`config.mk`:
```
export PLATFORM = sky130hd
export DESIGN_NAME = sram_arbiter_ctrl
export DESIGN_NICKNAME = d
export VERILOG_FILES = /design/src/rtl/sram_arbiter_ctrl.sv
export SDC_FILE = /design/constraint.sdc
export NUM_CORES = 1
export LEC_CHECK = 0
export BUFFER_PORTS_ARGS = -buffer_cell sky130_fd_sc_hd__clkbuf_2
export CELL_PAD_IN_SITES_DETAIL_PLACEMENT = 1
export CELL_PAD_IN_SITES_GLOBAL_PLACEMENT = 1
export CORE_UTILIZATION = 35
export DETAILED_ROUTE_END_ITERATION = 6
export HOLD_SLACK_MARGIN = 0.02
export MAX_ROUTING_LAYER = met4
export PLACE_DENSITY = 0.89
export SLEW_MARGIN = 25
export SYNTH_ARGS = -nofsm -noshare
export SYNTH_HDL_FRONTEND = slang
export SYNTH_SLANG_ARGS = --single-unit
```
`constraint.sdc`:
```
create_clock -name clk -period 2.37 [get_ports clk]
set_input_delay 0 -clock clk [delete_from_list [all_inputs] [get_ports clk]]
set_output_delay 0 -clock clk [all_outputs]
set_load 0.03 [all_outputs]
```
`src/rtl/sram_arbiter_ctrl.sv`:
```
// Two-port round-robin arbiter and cycle sequencer for a 16-bit asynchronous SRAM.
// Every SRAM strobe comes straight from a flop, and each flop is driven from the next state.
module sram_arbiter_ctrl #(
  parameter int unsigned RD_CYCLES = 2,
  parameter int unsigned WR_CYCLES = 1
) (
  input  logic        clk,
  input  logic        rst_n,
  input  logic        p0_req,
  input  logic        p0_we,
  input  logic [17:0] p0_addr,
  input  logic [1:0]  p0_be,
  input  logic [15:0] p0_wdata,
  output logic        p0_ack,
  output logic [15:0] p0_rdata,
  input  logic        p1_req,
  input  logic        p1_we,
  input  logic [17:0] p1_addr,
  input  logic [1:0]  p1_be,
  input  logic [15:0] p1_wdata,
  output logic        p1_ack,
  output logic [15:0] p1_rdata,
  output logic        busy,
  output logic [17:0] sram_addr,
  output logic [15:0] sram_data_o,
  input  logic [15:0] sram_data_i,
  output logic        sram_data_oe,
  output logic        sram_cs_n,
  output logic        sram_oe_n,
  output logic        sram_we_n,
  output logic        sram_ub_n,
  output logic        sram_lb_n
);

  typedef enum logic [2:0] {IDLE, RD, WSET, WPUL, WHLD, DONE} state_t;

  localparam logic [7:0] RD_LAST = 8'(RD_CYCLES - 1);
  localparam logic [7:0] WR_LAST = 8'(WR_CYCLES - 1);

  state_t      state_q, state_d;
  logic [7:0]  cnt_q, cnt_d;
  logic        gnt_q, gnt_d;
  logic        last_grant_q, last_grant_d;
  logic [17:0] addr_q, addr_d;
  logic [15:0] wdata_q, wdata_d;
  logic [1:0]  be_q, be_d;
  logic        cs_n_q, cs_n_d;
  logic        oe_n_q, oe_n_d;
  logic        we_n_q, we_n_d;
  logic        ub_n_q, ub_n_d;
  logic        lb_n_q, lb_n_d;
  logic        data_oe_q, data_oe_d;
  logic        p0_ack_q, p0_ack_d;
  logic        p1_ack_q, p1_ack_d;
  logic [15:0] p0_rdata_q, p0_rdata_d;
  logic [15:0] p1_rdata_q, p1_rdata_d;

  always_comb begin
    state_d      = state_q;
    cnt_d        = cnt_q;
    gnt_d        = gnt_q;
    last_grant_d = last_grant_q;
    addr_d       = addr_q;
    wdata_d      = wdata_q;
    be_d         = be_q;
    p0_rdata_d   = p0_rdata_q;
    p1_rdata_d   = p1_rdata_q;

    case (state_q)
      IDLE: begin
        if (p0_req || p1_req) begin
          gnt_d        = (p0_req && p1_req) ? ~last_grant_q : p1_req;
          last_grant_d = gnt_d;
          addr_d       = gnt_d ? p1_addr  : p0_addr;
          wdata_d      = gnt_d ? p1_wdata : p0_wdata;
          be_d         = gnt_d ? p1_be    : p0_be;
          cnt_d        = '0;
          state_d      = (gnt_d ? p1_we : p0_we) ? WSET : RD;
        end
      end
      RD: begin
        if (cnt_q == RD_LAST) begin
          if (gnt_q) p1_rdata_d = sram_data_i;
          else       p0_rdata_d = sram_data_i;
          state_d = DONE;
        end else begin
          cnt_d = cnt_q + 8'd1;
        end
      end
      WSET: begin
        cnt_d   = '0;
        state_d = WPUL;
      end
      WPUL: begin
        if (cnt_q == WR_LAST) state_d = WHLD;
        else                  cnt_d   = cnt_q + 8'd1;
      end
      WHLD:    state_d = DONE;
      DONE:    state_d = IDLE;
      default: state_d = IDLE;
    endcase
  end

  // Strobes are decoded from the state being entered, so each one is a clean flop output.
  always_comb begin
    cs_n_d    = 1'b1;
    oe_n_d    = 1'b1;
    we_n_d    = 1'b1;
    ub_n_d    = 1'b1;
    lb_n_d    = 1'b1;
    data_oe_d = 1'b0;
    p0_ack_d  = 1'b0;
    p1_ack_d  = 1'b0;

    case (state_d)
      RD: begin
        cs_n_d = 1'b0;
        oe_n_d = 1'b0;
        ub_n_d = ~be_d[1];
        lb_n_d = ~be_d[0];
      end
      WSET, WPUL, WHLD: begin
        cs_n_d    = 1'b0;
        ub_n_d    = ~be_d[1];
        lb_n_d    = ~be_d[0];
        data_oe_d = 1'b1;
        we_n_d    = (state_d != WPUL);
      end
      DONE: begin
        p0_ack_d = ~gnt_d;
        p1_ack_d = gnt_d;
      end
      default: ;
    endcase
  end

  always_ff @(posedge clk) begin
    if (!rst_n) begin
      state_q      <= IDLE;
      cnt_q        <= '0;
      gnt_q        <= 1'b0;
      last_grant_q <= 1'b1;
      addr_q       <= '0;
      wdata_q      <= '0;
      be_q         <= '0;
      cs_n_q       <= 1'b1;
      oe_n_q       <= 1'b1;
      we_n_q       <= 1'b1;
      ub_n_q       <= 1'b1;
      lb_n_q       <= 1'b1;
      data_oe_q    <= 1'b0;
      p0_ack_q     <= 1'b0;
      p1_ack_q     <= 1'b0;
      p0_rdata_q   <= '0;
      p1_rdata_q   <= '0;
    end else begin
      state_q      <= state_d;
      cnt_q        <= cnt_d;
      gnt_q        <= gnt_d;
      last_grant_q <= last_grant_d;
      addr_q       <= addr_d;
      wdata_q      <= wdata_d;
      be_q         <= be_d;
      cs_n_q       <= cs_n_d;
      oe_n_q       <= oe_n_d;
      we_n_q       <= we_n_d;
      ub_n_q       <= ub_n_d;
      lb_n_q       <= lb_n_d;
      data_oe_q    <= data_oe_d;
      p0_ack_q     <= p0_ack_d;
      p1_ack_q     <= p1_ack_d;
      p0_rdata_q   <= p0_rdata_d;
      p1_rdata_q   <= p1_rdata_d;
    end
  end

  assign busy         = (state_q != IDLE);
  assign sram_addr    = addr_q;
  assign sram_data_o  = wdata_q;
  assign sram_data_oe = data_oe_q;
  assign sram_cs_n    = cs_n_q;
  assign sram_oe_n    = oe_n_q;
  assign sram_we_n    = we_n_q;
  assign sram_ub_n    = ub_n_q;
  assign sram_lb_n    = lb_n_q;
  assign p0_ack       = p0_ack_q;
  assign p1_ack       = p1_ack_q;
  assign p0_rdata     = p0_rdata_q;
  assign p1_rdata     = p1_rdata_q;

endmodule

```
**After elaboration in Yosys (flattened, before gate mapping)**

Cells that the tools add are included.

- Bits in registers: 89
- Input port bits: 94
- Output and inout bits: 75
- Logic and storage cells: 73

- $add $sub $neg: 1
- Eq/ne operators: 14
- Multiplexer cells: 21
- Bitwise operators: 5
- Reductions and logical operators: 15

Operators by type and width:

| operator | number |
|---|---|
| 8-bit case mux with 4 select lines | 1 |
| 8-bit 2-to-1 mux | 3 |
| 18-bit 2-to-1 mux | 1 |
| 16-bit 2-to-1 mux | 1 |
| 3-bit case mux with 5 select lines | 1 |
| 3-bit by 2-bit == test with 1-bit output, second input constant | 4 |
| 3-bit == test, second input constant | 3 |
| 3-bit 2-to-1 mux | 3 |
| 8-bit by 1-bit adder with 8-bit output, second input constant | 1 |
| 8-bit by 1-bit == test with 1-bit output, second input constant | 1 |
| 8-bit zero test | 1 |
| 2-bit 2-to-1 mux | 4 |
| 2-bit AND reduction | 4 |
| 1-bit 2-to-1 mux | 7 |
| 3-bit by 1-bit == test with 1-bit output, second input constant | 2 |
| 2-bit != test, second input constant | 3 |
| 3-bit AND reduction | 2 |
| 1-bit inverter | 5 |
| 4-bit AND reduction | 1 |
| 4-bit nonzero test | 1 |
| 4-bit OR reduction | 1 |
| 3-bit zero test | 1 |
| 3-bit by 2-bit != test with 1-bit output, second input constant | 1 |
| 3-bit nonzero test | 1 |
| other kinds (3) | 3 |

**Longest topological paths before layout**

Gate-level depths: netlist of run 1.

- Depth after elaboration: 9
- Depth in mapped cells: 8
- Depth with buffers taken out: 7

**Worst setup path after synthesis of run 1**

Ideal clock, no wire load.

- Kind: flip-flop to flip-flop
- From: reg cnt_q[0]
- To: reg cnt_q[4]
- Library setup time: 0.145 ns
- Arrival time: 1.671 ns
- Required time: 2.225 ns
- Slack: 0.554 ns
- Stages on the path, launching flop included: 8
- Path buffers: 0
- Period minus slack after synthesis: 1.816 ns
- Path through: dfxtp_1 > inv_1 > ha_1 > mux2_2 > a311oi_2 > nand4_1 > xor2_1 > nor2_1

- Cells in the longest elaborated chain, start to end: 3
- Elaborated cells between the ends (all ways): 9
- Those cells by class: 1 x add/sub; 3 x eq/ne; 3 x mux; 2 x reduce/logical

RTL lines:

| what | line | source |
|---|---|---|
| start, declared | 41 | `logic [7:0] cnt_q, cnt_d;` |
| start signal, assigned | 158 | `cnt_q <= cnt_d;` |
| 8-bit by 1-bit adder with 8-bit output, or another cell as far along | 87, 96 |  |
| 8-bit 2-to-1 mux, or another cell as far along | 95 | `if (cnt_q == WR_LAST) state_d = WHLD;` |
| 8-bit case mux with 4 select lines or 4-bit AND reduction (tied branches) | -- |  |

Parallel ways exist; a longest one is shown, timed or not. The select of a mux whose other input is x is not followed.
A chain may end at the register's enable or synchronous reset.

**Worst setup path after layout of run 1**

- From: reg last_grant_q
- To: reg addr_q[4] (netlist: sram_addr[4])

- Cells in the longest elaborated chain, start to end: 3

RTL lines:

| what | line | source |
|---|---|---|
| start, declared | 43 | `logic last_grant_q, last_grant_d;` |
| start signal, assigned | 160 | `last_grant_q <= last_grant_d;` |
| 1-bit inverter | 72 | `gnt_d = (p0_req && p1_req) ? ~last_grant_q : p1_req;` |
| 1-bit 2-to-1 mux | 72 |  |
| 18-bit 2-to-1 mux | 74 | `addr_d = gnt_d ? p1_addr : p0_addr;` |
| end signal, assigned | 161 | `addr_q <= addr_d;` |
| end, declared | 44 | `logic [17:0] addr_q, addr_d;` |

No other way between the ends.

==> summary.md, run 1 <==
| Metric | Value |
|---|---|
| Vias in the first global route | `4032` |
| Die Y | `107 um` |
| Max Buffers Root-to-Sink | `2` |
| Slew Viols, Final | `0` |
| CP Launch Point | `last_grant_q` |
| Final antenna-violating net count | `0` |
| Start point of the worst hold path | `p0_be[1]` |
| Power Density | `993 nW/um^2` |
| RePlAce Congestion | `0.819` |
| Cell Area, Synth | `3840 um^2` |
| Placed insts | `656` |
| Ratio of final minimum period to clock period | `93.8%` |
| Worst setup EP type | `flop` |
| Max Freq | `450 MHz` |
| CTS tree | `done` |
| RSZ-0062 raised after global routing | `false` |
| Layout area overhead | `48.3%` |
| Reg-to-reg endpoint | `sram_addr[4]` |
| Layout cells sized above 1 | `32.9%` |
| Port Buf Inserts | `168` |
| Cts bufs inserted | `9` |
| Final hold viol count | `0` |
| Skew final | `0.0245 ns` |
| Endpoints failing setup | `0` |
| Worst slew pin tran | `0.909 ns` |
| Count leader, synth | `dfxtp_1` |
| Vias | `3634` |
| Slew headroom | `39.4%` |
| Area contributors post-synth | `dfxtp_1, mux2i_1, o211a_1` |
| Drt pass-1 iters | `4` |
| End of the critical path | `sram_addr[4]` |
| Core area | `10500 um^2` |
| Layout Nets | `696` |
| Initial antenna violation count | `0` |
| Maxcap violations | `0` |
| Yosys top cell by area | `dfxtp_1` |
| Post-synthesis net count | `467` |
| Status | `finished, final reports clean` |
| Synth cell count leaders | `dfxtp_1, mux2i_1, nand2_1, nor2b_1, o211a_1` |
| Dpl hpwl | `7820 um` |
| R2R depth | `7` |
| CTS Root Cell | `clkbuf_8` |
| IR drop worst, VDD | `0.513 mV` |
| Number of synthesized flops with an enable pin | `0` |
| Die footprint | `11400 um^2` |
| Final Routed Wirelength | `12300 um` |
| Clock Latency Late Sink | `0.36 ns` |
| Setup TNS | `0 ns` |
| Largest net degree at the start of global routing | `74` |
| Gr usage total | `22.3%` |
| Clk sink count | `89` |
| Seq cells post-synth | `89` |
| Vias per cell | `4.91` |
| Async set-reset flop share out of synthesis | `0%` |
| Final min period | `2.22 ns` |
| Leak pwr | `2.91 nW` |
| Ys Warns | `0` |
| Ports | `169` |
| GRT Residual Overflow | `0` |
| Rows | `37` |
| Startpoint Class | `flop` |
| Arrival @ worst endpoint | `2.47 ns` |
| Critical path class | `reg -> reg` |
| Library cells used by synthesis | `40` |
| Synth top area share | `46.4%` |
| Non-filler cells, final | `740` |
| FF-to-FF Start | `last_grant_q` |
| Worst Hold Class | `in -> reg` |
| Diodes inserted | `0` |
| Avg Cell Area, Syn | `10.4 um^2` |
| Top_reg_cell synth | `dfxtp_1` |
| DR WL/cell | `16.6 um` |
| First-pass GRT wire length | `19500 um` |
| R2r setup slk | `0.15 ns` |
| Die width | `107 um` |
| Starting Density | `36.7%` |
| Required time worst endpoint | `2.62 ns` |
| H-tree depth | `3` |
| Synthesized instance count | `370` |
| DR iter-0 viols | `97` |
| Detailed-route DRC error count | `0` |
| Worst-path fanout max | `17` |
| CTS clk-pin slew, worst paths | `0.09 ns` |
| Seq/Total Area, Yosys | `46.4%` |
power breakdown:
part | leakage (nW) | switching [mW] | internal [mW]
Clock | 0.109 | 0.606 | 0.516
Sequential | 0.729 | 0.240 | 1.85
Combinational | 2.07 | 1.55 | 0.892
Total | 2.91 | 2.39 | 3.26
final cells by class:
type                       instances  area (um^2)
fill                            1231         4770
multi-input combinational        249         1910
sequential                        89         1780
timing repair buffer             243         1590
tap                              136          170
clock buffer                       9          124
clock inverter                     7         92.6
inverter                           7         26.3
through the flow:
step	setup slack, ns	hold WS [ns]	power [mW]	area (um^2)	util (%)
global route	0.0324	0.0534	5.98	5700	54.4
finish	0.147	0.0305	5.65	5700	54.4
CTS	0.113	0.0202	5.65	5690	54.4
floorplan	0.554	0.166	3.71	3840	-
global placement	0.403	0.270	4.30	4800	45.8
detailed placement	0.312	0.290	4.40	4800	45.8
worst min path at each step:
stage | endpoint | slack [ns] | cells past startpoint
6_report | sram_ub_n | 0.03 | 4
5_1_grt | sram_addr[6] | 0.05 | 4
4_1_cts | sram_addr[2] | 0.02 | 4
3_5_place_dp | p1_rdata[7] | 0.29 | 3
3_3_place_gp | p1_rdata[12] | 0.27 | 3
2_1_floorplan | p1_rdata[0] | 0.17 | 2
flip-flops by register name (all words and copies together) (netlist names):
signal and cells:
cnt_q 8, sram_lb_n 1, gnt_q 1, p0_ack 1, sram_data_oe 1, p1_rdata 16
sram_cs_n 1, state_q 3, sram_ub_n 1, p0_rdata 16, sram_we_n 1, last_grant_q 1
sram_data_o 16, sram_oe_n 1, p1_ack 1, be_q 2, sram_addr 18
per-layer routing:
metal	GRT usage, %	vias to the layer above	wire, um
met5	-	-	0
met4	6.46	0	197
met3	3.16	18	455
met2	43.7	115	6820
met1	22.8	1746	4810
li1	-	1755	-
logic make-up (layout without fill, tap and decap cells):
kind of cell | after synthesis | count (layout) | share of synthesized area, %
xor gates and xnor gates | 7 | 7 | 1.60
adders and majority gates | 3 | 3 | 0.977
DFF | 89 | 89 | 46.4
buffers and inverters | 32 | 266 | 4.20
and+or+nand+nor | 118 | 118 | 16.3
AOI/OAI and AO/OA | 52 | 52 | 12.6
muxes | 69 | 69 | 18.0
cell usage in the layout (no fill, tap or decap), types with 2 or more instances in the layout:
cell           count
ha_1               3
mux2i_1           68
buf_4              5
clkbuf_8           9
dfxtp_1           89
inv_1              7
a32o_1             2
and2_1             4
inv_6              2
nand4_1            4
nand2b_1           2
o211a_1           34
dlygate4sd3_1     68
clkbuf_2         168
nor2b_1           37
nor2_1            14
a21oi_1            3
nand2_1           44
and3_1             2
o21ai_0            2
nand3_1            2
xor2_1             6
clkinv_4           2
nor3_1             3
critical path: stages, from the launching register on:
cell and delay, ns:
dfxtp_1 0.36, a21boi_4 0.17, buf_4 0.32, buf_6 0.27, mux2i_1 0.24, dlygate4sd3_1 0.57, nand2_1 0.05, o211a_1 0.13
repair_timing:
item,in CTS,in global routing
endpoints found under the setup margin,0,7
buffers inserted,0,0
resized for setup,0,1
hold buffers,68,0
endpoints found under the hold margin,61,0
(Power assumes the default switching activity.)
==> run 2: changes to the inputs <==
- HOLD_SLACK_MARGIN: 0.02 -> 0.06
==> run 2 against run 1 <==
Critical path depth is 2 higher. Clock skew decreased by 0.0019 ns. Sequential cell count is the same. Largest cell class unchanged. Largest power group unchanged. Highest routed layer unchanged.
==> summary.md, run 2 (synthesis results as in run 1) <==
| Metric | Value |
|---|---|
| Worst Hold Class | `in -> reg (unchanged)` |
| Layout Nets | `713 (was 696)` |
| Routed wl met2 | `6850 um (was 6820 um)` |
| Reg-to-reg endpoint | `sram_data_o[12] (was sram_addr[4])` |
| RSZ-0062 raised after global routing | `false (unchanged)` |
| Endpoints failing setup | `0 (unchanged)` |
| Gr usage total | `23.7% (was 22.3%)` |
| Hold endpoint | `last_grant_q (was sram_ub_n)` |
| CP top delay family | `buffers and inverters (unchanged)` |
| Setup TNS | `0 ns (unchanged)` |
| Slew Viols, Final | `0 (unchanged)` |
| Layout area overhead | `52.8% (was 48.3%)` |
| Worst slew pin tran | `0.914 ns (was 0.909 ns)` |
| Final hold viol count | `0 (unchanged)` |
| Maxcap violations | `0 (unchanged)` |
| Die Y | `107 um (unchanged)` |
| Hold Path Depth | `4 (unchanged)` |
| Max Buffers Root-to-Sink | `2 (unchanged)` |
| Die width | `107 um (unchanged)` |
| Skew final | `0.0227 ns (was 0.0245 ns)` |
| FF-to-FF Start | `last_grant_q (unchanged)` |
| Final antenna-violating net count | `0 (unchanged)` |
| Required time worst endpoint | `2.61 ns (was 2.62 ns)` |
| Worst-path fanout max | `17 (unchanged)` |
| DR WL/cell | `17.0 um (was 16.6 um)` |
| Worst setup EP type | `flop (unchanged)` |
| CTS tree | `done (unchanged)` |
| Slew headroom | `39.0% (was 39.4%)` |
| Drt pass-1 iters | `4 (unchanged)` |
| Dpl hpwl | `7820 um (unchanged)` |
| Util after Layout | `56.1% (was 54.4%)` |
| Cts bufs inserted | `9 (unchanged)` |
| Port Buf Inserts | `168 (unchanged)` |
| Largest net degree at the start of global routing | `74 (unchanged)` |
| CTS Root Cell | `clkbuf_8 (unchanged)` |
| IR drop worst, VDD | `0.439 mV (was 0.513 mV)` |
| First-pass GRT wire length | `20600 um (was 19500 um)` |
| Final min period | `2.24 ns (was 2.22 ns)` |
| RePlAce Congestion | `0.819 (unchanged)` |
| Vias per cell | `4.91 (about the same)` |
| WP buf/inv | `5 (was 3)` |
| Most frequent cells in the layout | `clkbuf_2, dfxtp_1, dlygate4sd3_1 (was clkbuf_2, dfxtp_1, mux2i_1, dlygate4sd3_1, nand2_1)` |
| Die footprint | `11400 um^2 (unchanged)` |
| Starting Density | `36.7% (unchanged)` |
| DR iter-0 viols | `87 (was 97)` |
| Ratio of final minimum period to clock period | `94.6% (was 93.8%)` |
| Layout cells sized above 1 | `32.0% (was 32.9%)` |
| Critical path class | `in -> reg (was reg -> reg)` |
| Rows | `37 (unchanged)` |
| Postcts setup bufs | `0 (unchanged)` |
| Top sig layer | `met4 (unchanged)` |
| Power Density | `972 nW/um^2 (was 993 nW/um^2)` |
| Slowest-stage cell, CP | `dlygate4sd3_1 (unchanged)` |
| Cell Chain, Critical Path | `dlygate4sd3_1 -> clkbuf_2 -> a21boi_4 -> buf_6 -> buf_6 -> mux2i_1 -> dlygate4sd3_1 -> nand2_1 -> o211a_1 (was a21boi_4 -> buf_4 -> buf_6 -> mux2i_1 -> dlygate4sd3_1 -> nand2_1 -> o211a_1)` |
| H-tree depth | `3 (unchanged)` |
| Clock Latency Late Sink | `0.36 ns (about the same)` |
| Routed met3 length | `538 um (was 455 um)` |
| Max Freq | `446 MHz (was 450 MHz)` |
| R2r setup slk | `0.16 ns (was 0.15 ns)` |
| Final Routed Wirelength | `12800 um (was 12300 um)` |
| Vias | `3719 (was 3634)` |
| Leak pwr | `2.98 nW (was 2.91 nW)` |
| Arrival @ worst endpoint | `2.48 ns (was 2.47 ns)` |
| R2R depth | `7 (unchanged)` |
| GRT Residual Overflow | `0 (unchanged)` |
| Initial antenna violation count | `0 (unchanged)` |
| Detailed-route DRC error count | `0 (unchanged)` |
| Core area | `10500 um^2 (unchanged)` |
| Status | `finished, final reports clean (unchanged)` |
| WL met1 | `5050 um (was 4810 um)` |
| Most common cell after layout, fill and taps aside | `clkbuf_2 (unchanged)` |
| Clk sink count | `89 (unchanged)` |
| Start point of the worst hold path | `p0_req (was p0_be[1])` |
| Diodes inserted | `0 (unchanged)` |
| CTS clk-pin slew, worst paths | `0.10 ns (was 0.09 ns)` |
| Vias in the first global route | `4200 (was 4032)` |
| Ports | `169 (unchanged)` |
| Max reg flops | `18 (unchanged)` |
| Startpoint Class | `input pin (was flop)` |
| CP max stage delay | `0.59 ns (was 0.57 ns)` |
==> run 2: cell types whose count changed in the layout (fill, tap and decap cells not counted) <==
cell,delta
buf_4,-1
dlygate4sd3_1,+17
buf_6,+1
==> run 2: power breakdown <==
group / switching, mW / internal, mW
Sequential: 0.242 / 1.85
Clock: 0.595 / 0.515
Combinational: 1.57 / 0.925
==> run 2: worst min-delay path, stage by stage <==
cell      delay, ns
clkbuf_2       0.16
nand2_1        0.11
nand2_1        0.06
o211ai_1       0.09
==> run 2: cell type report <==
cell class	count	area (um^2)
Sequential cell	89	1780
Multi-Input combinational cell	249	1910
Clock inverter	7	92.6
Tap cell	136	170
Inverter	7	26.3
Fill cell	1229	4590
Clock buffer	9	124
Timing Repair Buffer	260	1760
==> run 2: metrics by stage <==
step | cell area (um^2) | power (mW) | hold WS (ns) | instances | worst slack [ns]
final | 5870 | 5.70 | 0.0943 | 757 | 0.129
after global routing | 5870 | 6.03 | 0.102 | 757 | 0.0415
after CTS | 5860 | 5.68 | 0.0733 | 757 | 0.0785
after detailed placement | 4800 | 4.40 | 0.290 | 656 | 0.312
after global placement | 4800 | 4.30 | 0.270 | 656 | 0.403
after floorplan | 3840 | 3.71 | 0.166 | 370 | 0.554
==> run 2: worst max path at each step <==
stage | to | startpoint | cells past startpoint
4_1_cts | sram_data_o[9] | p1_req | 9
6_report | sram_data_o[12] | p1_req | 9
5_1_grt | sram_data_o[12] | p1_req | 9
2_1_floorplan | cnt_q[4] | cnt_q[0] | 7
3_3_place_gp | p1_rdata[6] | cnt_q[2] | 5
3_5_place_dp | p1_rdata[9] | cnt_q[2] | 5
==> run 2: per-layer routing <==
metal | up-vias | global-route usage [%]
met5 | - | -
met4 | 0 | 9.49
met3 | 33 | 3.47
met2 | 127 | 44.5
met1 | 1775 | 24.7
li1 | 1784 | -
==> run 2: repair_timing <==
| item | CTS | global route |
|---|---|---|
| endpoints found under the setup margin | 0 | 15 |
| gates resized for setup | 0 | 2 |
| hold buffers | 85 | 0 |
| hold endpoints to repair | 67 | 0 |
==> run 3: changes to the inputs <==
==> constraint.sdc (replaced) <==
create_clock -name clk -period 2.37 [get_ports clk]
set_input_delay 0.237 -clock clk [delete_from_list [all_inputs] [get_ports clk]]
set_output_delay 0.237 -clock clk [all_outputs]
set_load 0.03 [all_outputs]
==> run 3 against run 2 <==
Register-to-register slack improved by 0.09 ns. Global-route usage decreased by 4.3 points. Combinational power decreased by 8.0%. Sequential cell count unchanged. Clock-buffer cell count increased by 1. First-iteration DRC count decreased by 14%. Largest power group unchanged. Clock power about the same. Routed wire length decreased by 17%. Sequential share of layout area increased by 5.1 points. Power decreased by 3.8%. Clock skew decreased by 0.0098 ns. Hold slack improved by 0.061 ns.
==> summary.md, run 3 (synthesis results as in run 1) <==
| Metric | Value |
|---|---|
| Routed wl met2 | `5500 um (was 6850 um)` |
| FF-to-FF Start | `state_q[0] (was last_grant_q)` |
| First-pass GRT wire length | `16800 um (was 20600 um)` |
| Worst Hold Class | `in -> reg (unchanged)` |
| Worst-path fanout max | `16 (was 17)` |
| Dpl hpwl | `7980 um (was 7820 um)` |
| Slew headroom | `35.3% (was 39.0%)` |
| Fill count | `1256 (was 1229)` |
| Max reg flops | `18 (unchanged)` |
| Arrival @ worst endpoint | `2.41 ns (was 2.48 ns)` |
| Worst setup EP type | `flop (unchanged)` |
| Layout Nets | `630 (was 713)` |
| Slew Viols, Final | `0 (unchanged)` |
| Final hold viol count | `0 (unchanged)` |
| Status | `finished, final reports clean (unchanged)` |
| IR drop worst, VDD | `0.428 mV (was 0.439 mV)` |
| Max Freq | `472 MHz (was 446 MHz)` |
| Final Routed Wirelength | `10600 um (was 12800 um)` |
| CTS tree | `done (unchanged)` |
| Layout cells sized above 1 | `37.4% (was 32.0%)` |
| Starting Density | `36.7% (unchanged)` |
| R2R depth | `5 (was 7)` |
| Routed met3 length | `503 um (was 538 um)` |
| Diodes inserted | `0 (unchanged)` |
| Skew final | `0.0129 ns (was 0.0227 ns)` |
| Clock Latency Late Sink | `0.36 ns (about the same)` |
| CTS Root Cell | `clkbuf_8 (unchanged)` |
| Max Buffers Root-to-Sink | `2 (unchanged)` |
| Cts bufs inserted | `9 (unchanged)` |
| Total power after layout | `5.49 mW (was 5.70 mW)` |
| Die width | `107 um (unchanged)` |
| Layout area overhead | `30.7% (was 52.8%)` |
| Detailed-route DRC error count | `0 (unchanged)` |
| Hold endpoint | `p1_rdata[8] (was last_grant_q)` |
| RSZ-0062 raised after global routing | `false (unchanged)` |
| Setup TNS | `0 ns (unchanged)` |
| Most common cell after layout, fill and taps aside | `clkbuf_2 (unchanged)` |
| GRT Residual Overflow | `0 (unchanged)` |
| DR iter-0 viols | `75 (was 87)` |
| Ports | `169 (unchanged)` |
| Postcts setup bufs | `0 (unchanged)` |
| Cts hold-fix bufs | `0 (was 85)` |
| Worst slew pin tran | `0.970 ns (was 0.914 ns)` |
| Vias in the first global route | `3485 (was 4200)` |
| DR WL/cell | `15.7 um (was 17.0 um)` |
| Die footprint | `11400 um^2 (unchanged)` |
| RePlAce Congestion | `0.842 (was 0.819)` |
| Drt pass-1 iters | `4 (unchanged)` |
| Reg-to-reg endpoint | `p1_rdata[4] (was sram_data_o[12])` |
| Leak pwr | `2.63 nW (was 2.98 nW)` |
| CTS clk-pin slew, worst paths | `0.10 ns (about the same)` |
| Top sig layer | `met4 (unchanged)` |
| Initial antenna violation count | `0 (unchanged)` |
| Start point of the worst hold path | `sram_data_i[8] (was p0_req)` |
| Vias per cell | `4.94 (was 4.91)` |
| R2r setup slk | `0.25 ns (was 0.16 ns)` |
| Rows | `37 (unchanged)` |
| H-tree depth | `3 (unchanged)` |
| Vias | `3327 (was 3719)` |
| Die Y | `107 um (unchanged)` |
| Hold Path Depth | `3 (was 4)` |
| Post-CTS resize count | `0 (unchanged)` |
| Final antenna-violating net count | `0 (unchanged)` |
| Gr usage total | `19.4% (was 23.7%)` |
| Largest net degree at the start of global routing | `74 (unchanged)` |
| Maxcap violations | `0 (unchanged)` |
| Ratio of final minimum period to clock period | `89.3% (was 94.6%)` |
| Critical path class | `reg -> reg (was in -> reg)` |
| Startpoint Class | `flop (was input pin)` |
| Power Density | `1090 nW/um^2 (was 972 nW/um^2)` |
| Final min period | `2.12 ns (was 2.24 ns)` |
| Required time worst endpoint | `2.66 ns (was 2.61 ns)` |
| WL met1 | `4370 um (was 5050 um)` |
| Port Buf Inserts | `168 (unchanged)` |
| Most frequent cells in the layout | `clkbuf_2, dfxtp_1, mux2i_1 (was clkbuf_2, dfxtp_1, dlygate4sd3_1)` |
| Core area | `10500 um^2 (unchanged)` |
| Clk sink count | `89 (unchanged)` |
| Endpoints failing setup | `0 (unchanged)` |
[run 3: cell types whose count changed in the layout (fill, tap and decap cells not counted)]
cell           before  now
buf_4               4    8
buf_6               2    0
clkbuf_8            9   10
clkinv_4            2    1
clkinv_8            1    0
clkinvlp_4          0    2
dlygate4sd3_1      85    0
inv_6               2    1
[run 3: worst max-delay path by stage]
stage	slack (ns)	endpoint	cells after the start	from
after floorplan	0.55	cnt_q[4]	7	cnt_q[0]
after global placement	0.39	p1_rdata[3]	5	cnt_q[2]
after detailed placement	0.28	p1_rdata[2]	5	cnt_q[2]
after CTS	0.25	p1_rdata[4]	5	cnt_q[2]
after global routing	0.09	p1_rdata[4]	5	cnt_q[2]
final	0.25	p1_rdata[4]	5	state_q[0]
[run 3: cell type report]
cell class / count / area [um^2] / share of cell area (%)
multi-input cells: 249 / 1910 / 38.1
inverters: 7 / 26.3 / 0.523
well taps: 136 / 170 / 3.39
repair buffers: 177 / 921 / 18.3
clock buffers: 10 / 138 / 2.74
clock inverters: 6 / 73.8 / 1.47
flip-flops and latches: 89 / 1780 / 35.5
[run 3: critical path: stages, from the launching register on]
cell	delay (ns)
dfxtp_1	0.46
nor3b_4	0.37
nand4_2	0.18
or2_1	0.60
mux2i_1	0.24
nor2b_1	0.20
[run 3: where the power goes]
part           switching [mW]  internal, mW  total, mW  leakage, nW
Clock                   0.584         0.529       1.11        0.101
Combinational            1.50         0.803       2.30         1.80
Sequential              0.217          1.85       2.07        0.729
[run 3: per-layer routing]
metal	vias up	global-route usage [%]
li1	1613	-
met1	1578	21.3
met2	116	34.8
met3	20	3.71
met4	0	6.85
met5	-	-
[run 3: through the flow]
step | worst slack [ns] | hold slack [ns] | instance area, um^2 | std cells | util (%)
2_1_floorplan | 0.554 | 0.403 | 3840 | 370 | -
3_3_place_gp | 0.390 | 0.479 | 4810 | 658 | 46.0
3_5_place_dp | 0.279 | 0.486 | 4810 | 658 | 46.0
4_1_cts | 0.252 | 0.149 | 5020 | 674 | 48.0
5_1_grt | 0.0912 | 0.143 | 5020 | 674 | 48.0
6_report | 0.252 | 0.155 | 5020 | 674 | 48.0
